--- src/rtl/button_led_ctrl.sv ---
// N-channel button front end: sync, debounce, rise pulses, follow/toggle LED drive.
// Define BTN_ACTIVE_LOW_EN for buttons that pull the pin low when pressed.
module button_led_ctrl #(
  parameter int unsigned N_CH              = 4,
  parameter int unsigned DEBOUNCE_CYCLES   = 1000000,
  parameter int unsigned BLINK_HALF_CYCLES = 25000000,
  parameter logic [N_CH-1:0] CHORD_MASK    = N_CH'(4'b1001)
) (
  input  logic            clk,
  input  logic            reset,
  input  logic [N_CH-1:0] btn,
  input  logic            mode,
  output logic [N_CH-1:0] led,
  output logic [N_CH-1:0] btn_state,
  output logic [N_CH-1:0] btn_rise
);

  localparam int DW = (DEBOUNCE_CYCLES > 1) ? $clog2(DEBOUNCE_CYCLES) : 1;
  localparam int BW = (BLINK_HALF_CYCLES > 1) ? $clog2(BLINK_HALF_CYCLES) : 1;
  localparam logic [DW-1:0] DB_LAST = DW'(DEBOUNCE_CYCLES - 1);
  localparam logic [BW-1:0] BL_LAST = BW'(BLINK_HALF_CYCLES - 1);

  typedef enum logic [1:0] {
    IDLE,
    SINGLE,
    CHORD
  } state_e;

  logic [N_CH-1:0] btn_in;
  logic [N_CH-1:0] sync1_q, sync2_q;
  logic [N_CH-1:0] stable_q, stable_d, stable_dly_q;
  logic [DW-1:0]   cnt_q [N_CH];
  logic [DW-1:0]   cnt_d [N_CH];
  logic [N_CH-1:0] latch_q, latch_d;
  logic [N_CH-1:0] led_q, led_d;
  logic [BW-1:0]   bcnt_q, bcnt_d;
  logic            phase_q, phase_d;
  logic            mode_q;
  state_e          state_q, state_d;

  logic mode_chg, toggle_en, follow_en;
  logic is_chord, one_hot, single_nc;

`ifdef BTN_ACTIVE_LOW_EN
  assign btn_in = ~btn;
`else
  assign btn_in = btn;
`endif

  assign btn_state = stable_q;
  assign btn_rise  = stable_q & ~stable_dly_q;
  assign led       = led_q;

  assign mode_chg  = mode ^ mode_q;
  assign toggle_en = mode & ~mode_chg;
  assign follow_en = ~mode & ~mode_chg;

  assign is_chord  = (stable_q == CHORD_MASK);
  assign one_hot   = (stable_q != '0) &&
                     ((stable_q & (stable_q - 1'b1)) == '0);
  assign single_nc = one_hot & ~is_chord;

  always_comb begin
    stable_d = stable_q;
    for (int i = 0; i < int'(N_CH); i++) begin
      cnt_d[i] = '0;
      if (sync2_q[i] != stable_q[i]) begin
        if (cnt_q[i] == DB_LAST) stable_d[i] = ~stable_q[i];
        else cnt_d[i] = cnt_q[i] + DW'(1);
      end
    end
  end

  always_comb begin
    state_d = IDLE;
    latch_d = latch_q;
    led_d   = '0;
    if (bcnt_q == BL_LAST) begin
      bcnt_d  = '0;
      phase_d = ~phase_q;
    end else begin
      bcnt_d  = bcnt_q + BW'(1);
      phase_d = phase_q;
    end
    unique case (1'b1)
      mode_chg: begin
        latch_d = '0;
      end
      toggle_en: begin
        if ((|btn_rise) && is_chord) latch_d = '0;
        else latch_d = latch_q ^ btn_rise;
        led_d = latch_d;
      end
      follow_en: begin
        unique case (1'b1)
          is_chord:  state_d = CHORD;
          single_nc: state_d = SINGLE;
          default:   state_d = IDLE;
        endcase
        // restart the blink so a fresh chord always opens with LEDs on
        if (state_d == CHORD && state_q != CHORD) begin
          bcnt_d  = '0;
          phase_d = 1'b0;
        end
        case (state_d)
          CHORD:   led_d = phase_d ? '0 : CHORD_MASK;
          SINGLE:  led_d = stable_q;
          default: led_d = '0;
        endcase
      end
      default: ;
    endcase
  end

  always_ff @(posedge clk or negedge reset) begin
    if (!reset) begin
      sync1_q      <= '0;
      sync2_q      <= '0;
      stable_q     <= '0;
      stable_dly_q <= '0;
      for (int i = 0; i < int'(N_CH); i++) cnt_q[i] <= '0;
      latch_q      <= '0;
      led_q        <= '0;
      bcnt_q       <= '0;
      phase_q      <= 1'b0;
      mode_q       <= 1'b0;
      state_q      <= IDLE;
    end else begin
      sync1_q      <= btn_in;
      sync2_q      <= sync1_q;
      stable_q     <= stable_d;
      stable_dly_q <= stable_q;
      for (int i = 0; i < int'(N_CH); i++) cnt_q[i] <= cnt_d[i];
      latch_q      <= latch_d;
      led_q        <= led_d;
      bcnt_q       <= bcnt_d;
      phase_q      <= phase_d;
      mode_q       <= mode;
      state_q      <= state_d;
    end
  end

endmodule
--- config.mk ---
export PLATFORM = sky130hd
export DESIGN_NAME = button_led_ctrl
export DESIGN_NICKNAME = d
export VERILOG_FILES = /design/src/rtl/button_led_ctrl.sv
export SDC_FILE = /design/constraint.sdc
export NUM_CORES = 1
export LEC_CHECK = 0
export BUFFER_PORTS_ARGS = -buffer_cell sky130_fd_sc_hd__buf_4
export CORE_ASPECT_RATIO = 2
export CORE_MARGIN = 5
export CORE_UTILIZATION = 50
export DETAILED_ROUTE_END_ITERATION = 8
export PLACE_DENSITY = 0.76
export SYNTH_ARGS = -nofsm -noshare
export SYNTH_HDL_FRONTEND = slang
export SYNTH_SLANG_ARGS = --single-unit
--- constraint.sdc ---
create_clock -name clk -period 2.8 [get_ports clk]
set_clock_uncertainty 0.2 [all_clocks]
set_input_delay 0.14 -clock clk [delete_from_list [all_inputs] [get_ports clk]]
set_output_delay 0.14 -clock clk [all_outputs]
set_load 0.01 [all_outputs]
==> summary.txt, run 1 <==
Worst setup path
  – Internal reg-to-reg setup slack: 450 ps
  – CP Data Arrival Time: 2440 ps
  – Kind of critical path: register to register
  – FF-to-FF path depth: 7
  – Worst path slowest cell: dfrtp_1
  – Worst path max stage delay: 390 ps
  – CP Capture Type: register
  – Delay-heaviest family, CP: simple AND/OR/NAND/NOR gates
  – Critical Path, Cell by Cell: ha_1 -> nand4_1 -> or2_1 -> nor3_1 -> or2_1 -> buf_4 -> nor2_1
  – WP data required: 2890 ps
  – Worst setup SP type: register
  – WP depth: 7
  – CP dominant cell by count: or2_1
  – CP bufs+invs: 1
  – Crit-path max FO: 11

Place
  – Post-DP Area: 6570 sq um
  – HPWL after DPL: 8130 um
  – Placed cells: 770
  – Input/output buffers: 18
  – Placement Setup Slack: 469 ps
  – GPL Wtd Cong: 0.797

Global routing
  – Antenna violations before repair: 0
  – Largest net degree at the start of global routing: 110
  – Global-route wire length before repair: 21600 um
  – GR Overflow Total: 0
  – Total GRT Usage: 18.0%
  – Vias in the first global route: 4762

Cells and area
  – Nets: 660
  – Area growth, synth to finish: 14.5%
  – Diode count: 0
  – Layout fillers: 1038
  – Layout cells sized above 1: 9.91%
  – Final core utilization: 57.7%
  – Final design area excluding fillers: 7200 sq um
  – Fin cells: 806

Clocking
  – Post-CTS setup buffer count: 0
  – CTS buffer count: 17
  – Skew-Pair Late Insertion Delay: 410 ps
  – CTS resizes: 0
  – Clock sinks: 133
  – Clock Tree Buf Depth: 2
  – CTS Hold Buffers Added: 7
  – Clock-pin slew on the worst setup and hold paths: 60 ps
  – CTS root buf: clkbuf_16
  – CTS H-tree lvls: 4
  – CTS tree: done

Timing
  – # setup viols final: 0
  – Final Critical Period: 2350 ps
  – Worst slew pin tran: 1070 ps
  – Final Max Tran Viols: 0
  – Fin. Hold Viols: 0
  – Setup TNS: 0 ps
  – RSZ-0062 raised after global routing: false
  – Fmax: 425 MHz
  – Final worst setup slack: 448 ps
  – Hold Slack: 146 ps
  – Max-slew headroom: 28.2%
  – Period utilization: 84.0%

Logic synthesis
  – Mapped cell area: 6290 sq um
  – Cell taking the most area after synthesis: dfrtp_1
  – #FFs+latches synth: 133
  – Sequential share of the synthesized area: 52.9%
  – Post-synth cell types: 45
  – Async set or reset register ratio after synthesis: 100%
  – Synth warn: 0
  – Post-synth EDFFs: 0
  – Most common cell in the netlist: dfrtp_1
  – Synth Flop Type: dfrtp_1
  – Most instantiated cells after synthesis: dfrtp_1 (133), nor2_1 (120), xor2_1 (57)
  – Post-synth top area share: 52.9%
  – Syn_area_per_cell: 10.3 sq um
  – Syn_nets: 626
  – Synth Instances: 612
  – Top cells by area, synth: dfrtp_1 (53%), xor2_1 (7.9%), nor2_1 (7.2%)

Pwr
  – Maximum VDD drop: 0.458 mV
  – Total power draw: 4.20 mW
  – Pleak: 3.17 nW
  – Power density over the cells: 584 nW/um^2

Drt
  – Vias per inst: 5.55
  – Routed wire length: 12100 um
  – WL/cell: 15.0 um
  – Initial DRC count: 270
  – Antenna viol nets, final: 0
  – Via count: 4470
  – TritonRoute pass-1 iters: 4
  – DRC Markers: 0

Status
  – Status: finished, final reports clean

Min path
  – HP Class: input port to asynchronous set/reset pin

Die
  – # IOs: 19
  – Width of the die: 89.3 um
  – Die ar.: 15100 sq um
  – Initial Util: 50.4%
  – Row Count: 58
  – Core footprint: 12500 sq um
  – Die Span Y: 169 um

Flow run
  – Max-cap check violation count: 0
-- tightest hold or removal path: cells and delay by family --
family,cells,cell delay [ps]
buffers and inverters,3,1060
-- logic make-up after synthesis --
| family | synth area share [%] |
|---|---|
| simple gates | 25.3 |
| buf+inv | 2.31 |
| mux | 0.537 |
| compound gates | 3.52 |
| flops | 52.9 |
| xor+xnor | 14.1 |
| fa+ha+maj | 1.39 |
-- layer usage --
| metal | global-route usage, % | wire length [um] |
|---|---|---|
| met5 | 0 | 0 |
| met4 | 8.62 | 329 |
| met3 | 4.53 | 391 |
| met2 | 30.5 | 6550 |
| met1 | 20.7 | 4810 |
-- cell type report --
| cell class | instances | area [sq um] | area share, % |
|---|---|---|---|
| multi-input cells | 451 | 2820 | 39.1 |
| clock buffers | 20 | 457 | 6.34 |
| clock inverters | 9 | 106 | 1.48 |
| inverters | 13 | 48.8 | 0.678 |
| well taps | 150 | 188 | 2.61 |
| repair buffers | 30 | 255 | 3.54 |
| flip-flops and latches | 133 | 3330 | 46.2 |
-- cell usage in the layout (no fill, tap or decap), types with 4 or more instances in the layout --
cell	instances
dfrtp_1	133
nor2_1	120
xor2_1	57
xnor2_1	44
nand2_1	40
nand3_1	39
buf_4	22
nand4_1	19
clkbuf_16	17
and3_1	16
inv_1	13
nor3_1	13
and4_1	10
and2_1	7
nor4_1	7
ha_1	7
dlygate4sd3_1	7
nor2b_1	6
o21ai_0	6
or2_1	6
and2b_1	4
nor4b_1	4
a21oi_1	4
or3_1	4
o21bai_1	4
a22o_1	4
-- sequential cells by signal, indices dropped and copies added, names as in the netlist, 2 cells and up --
name and flops:
cnt_q 80, bcnt_q 25, btn_state 4, latch_q 4, led 4, stable_dly_q 4, sync1_q 4, sync2_q 4
state_q 2
-- report_power, final --
group	switching, mW	internal [mW]	leakage (nW)	total, mW
clock network	0.785	1.34	0.270	2.12
registers	0.0184	1.94	1.81	1.96
logic	0.0799	0.0394	1.09	0.119
total	0.883	3.32	3.17	4.20
-- path summary, 6_finish.rpt --
kind                            start         end
max                          cnt_q[0]    cnt_q[5]
min                             reset   cnt_q[46]
max reg2reg                  cnt_q[0]    cnt_q[5]
min reg2reg                sync1_q[1]  sync2_q[1]
max in group asynchronous       reset   bcnt_q[3]
min in group clk           sync1_q[1]  sync2_q[1]
(Power assumes the default switching activity.)
==> run 2, diff against run 1 <==
==> constraint.sdc (replaced) <==
create_clock -name clk -period 2.43 [get_ports clk]
set_clock_uncertainty 0.2 [all_clocks]
set_input_delay 0.1215 -clock clk [delete_from_list [all_inputs] [get_ports clk]]
set_output_delay 0.1215 -clock clk [all_outputs]
set_load 0.01 [all_outputs]
==> run 2 against run 1 <==
Largest cell class unchanged. Core utilization increased by 0.62 points. Highest routed layer unchanged. Final area increased by 1.1%. Worst setup slack got worse by 170 ps. Critical endpoint is now cnt_q[11].
==> summary.txt, run 2 (same netlist as run 1, synthesis figures left out) <==
Drt
  – DRC Markers: 0
  – Vias per inst: 5.51
  – Initial DRC count: 238
  – TritonRoute pass-1 iters: 4
  – WL/cell: 15.2 um
  – Via count: 4498
  – Antenna viol nets, final: 0
  – Routed wire length: 12400 um

Clocking
  – Clock sinks: 133
  – CTS buffer count: 17
  – CTS root buf: clkbuf_16
  – Skew-Pair Late Insertion Delay: 420 ps
  – CTS resizes: 0
  – Clock Tree Buf Depth: 2
  – CTS tree: done
  – CTS H-tree lvls: 4
  – Clock-pin slew on the worst setup and hold paths: 60 ps

Cells and area
  – Most frequent cells in the layout: dfrtp_1 (133), nor2_1 (120), xor2_1 (57)
  – Biggest regs: cnt_q (80), bcnt_q (25)
  – Max reg flops: 80
  – Diode count: 0
  – Nets: 668
  – Register with the most flip-flops: cnt_q
  – Layout cells sized above 1: 11.7%
  – Final core utilization: 58.3%
  – Commonest non-fill, non-tap cell in the layout: dfrtp_1
  – Area growth, synth to finish: 15.7%

Timing
  – Hold Slack: 49.6 ps
  – Fmax: 464 MHz
  – # setup viols final: 0
  – Worst slew pin tran: 613 ps
  – Final Critical Period: 2160 ps
  – Setup TNS: 0 ps
  – Final Max Tran Viols: 0
  – Max-slew headroom: 59.1%
  – Fin. Hold Viols: 0
  – Period utilization: 88.8%
  – RSZ-0062 raised after global routing: false

Pwr
  – Clk pwr share: 50.6%
  – Sw frac: 23.6%
  – Power density over the cells: 669 nW/um^2
  – Total power draw: 4.87 mW
  – Combinational Power Share: 2.9%
  – Pleak: 3.23 nW
  – Sequential power share: 46.4%
  – NetSw: 1.15 mW
  – Maximum VDD drop: 0.739 mV
  – Internal power: 3.72 mW

Global routing
  – Global-route wire length before repair: 21500 um
  – Largest net degree at the start of global routing: 52
  – Vias in the first global route: 4666
  – Antenna violations before repair: 0
  – Total GRT Usage: 18.2%
  – GR Overflow Total: 0

Status
  – Status: finished, final reports clean

Worst setup path
  – Worst setup SP type: register
  – Kind of critical path: register to register
  – Critical Path, Cell by Cell: ha_1 -> nand4_1 -> or2_1 -> nor3_1 -> or2_1 -> buf_4 -> nor2_1
  – CP Data Arrival Time: 2250 ps
  – Worst path slowest cell: dfrtp_1
  – CP dominant cell by count: or2_1
  – WP data required: 2530 ps
  – Crit-path max FO: 20
  – CP Capture Type: register
  – Worst path max stage delay: 390 ps

Die
  – Row Count: 58
  – # IOs: 19
  – Die ar.: 15100 sq um
  – Initial Util: 50.4%
  – Die Span Y: 169 um
  – Core footprint: 12500 sq um
  – Width of the die: 89.3 um

Place
  – GPL Wtd Cong: 0.850
  – HPWL after DPL: 8490 um
  – Input/output buffers: 18

Flow run
  – Max-cap check violation count: 0

Min path
  – HP Class: input port to asynchronous set/reset pin
-- run 2: changes by cell type in the layout (fill, tap and decap cells not counted), sizes merged --
cell         previous run  this run
clkbuf                 20        17
buf                    23        32
inv                    13        20
bufinv                  2         1
clkinvlp                3         2
dlygate4sd3             7         6
clkinv                  4         5
-- run 2: layer usage --
layer  track usage, %  routed length [um]
met5                0                   0
met4             7.97                 313
met3             4.72                 361
met2             31.4                6810
met1             20.6                4900
-- run 2: layout make-up --
type | instances | area, sq um
fill | 1034 | 5200
sequential | 133 | 3330
multi-input combinational | 451 | 2820
clock buffer | 17 | 425
timing repair buffer | 38 | 325
tap | 150 | 188
clock inverter | 15 | 145
inverter | 13 | 48.8
-- run 2: worst max-delay path, delay by kind of cell, from the launching register on --
family	cells	cell delay (ps)
flops	1	390
buf+inv	1	230
fa+ha+maj	1	240
simple gates	5	970
-- run 2: power by group through the flow --
stage	clock, mW	combinational [mW]	sequential (mW)
after floorplan	0	0.0652	2.30
after global placement	0	0.133	2.30
after detailed placement	0	0.139	2.30
after CTS	2.51	0.148	2.26
after global routing	2.61	0.168	2.26
final	2.46	0.143	2.26
-- run 2: per-stage QoR --
stage                     setup WS (ps)  instance area [sq um]  instances
final                               273                   7280        817
after detailed placement            297                   6650        779
after floorplan                     469                   6290        612
after global placement              311                   6650        779
after global routing                115                   7280        817
after CTS                           283                   7280        817
-- run 2: what timing repair did --
| action | in CTS | in global routing |
|---|---|---|
| endpoints found under the hold margin | 54 | 0 |
| hold buffers | 6 | 0 |
| setup buffers | 0 | 0 |
-- run 2: worst paths after layout --
| kind | start | slack [ps] | depth (start not counted) | to |
|---|---|---|---|---|
| worst max-delay path | cnt_q[0] | 270 | 7 | cnt_q[11] |
| worst min-delay path | reset | 50 | 2 | cnt_q[59] |
| worst max register to register | cnt_q[0] | 270 | 7 | cnt_q[11] |
| worst min register to register | sync1_q[1] | 150 | 0 | sync2_q[1] |
| max in group asynchronous | reset | 1280 | 3 | cnt_q[77] |
| min in group clk | sync1_q[1] | 150 | 0 | sync2_q[1] |
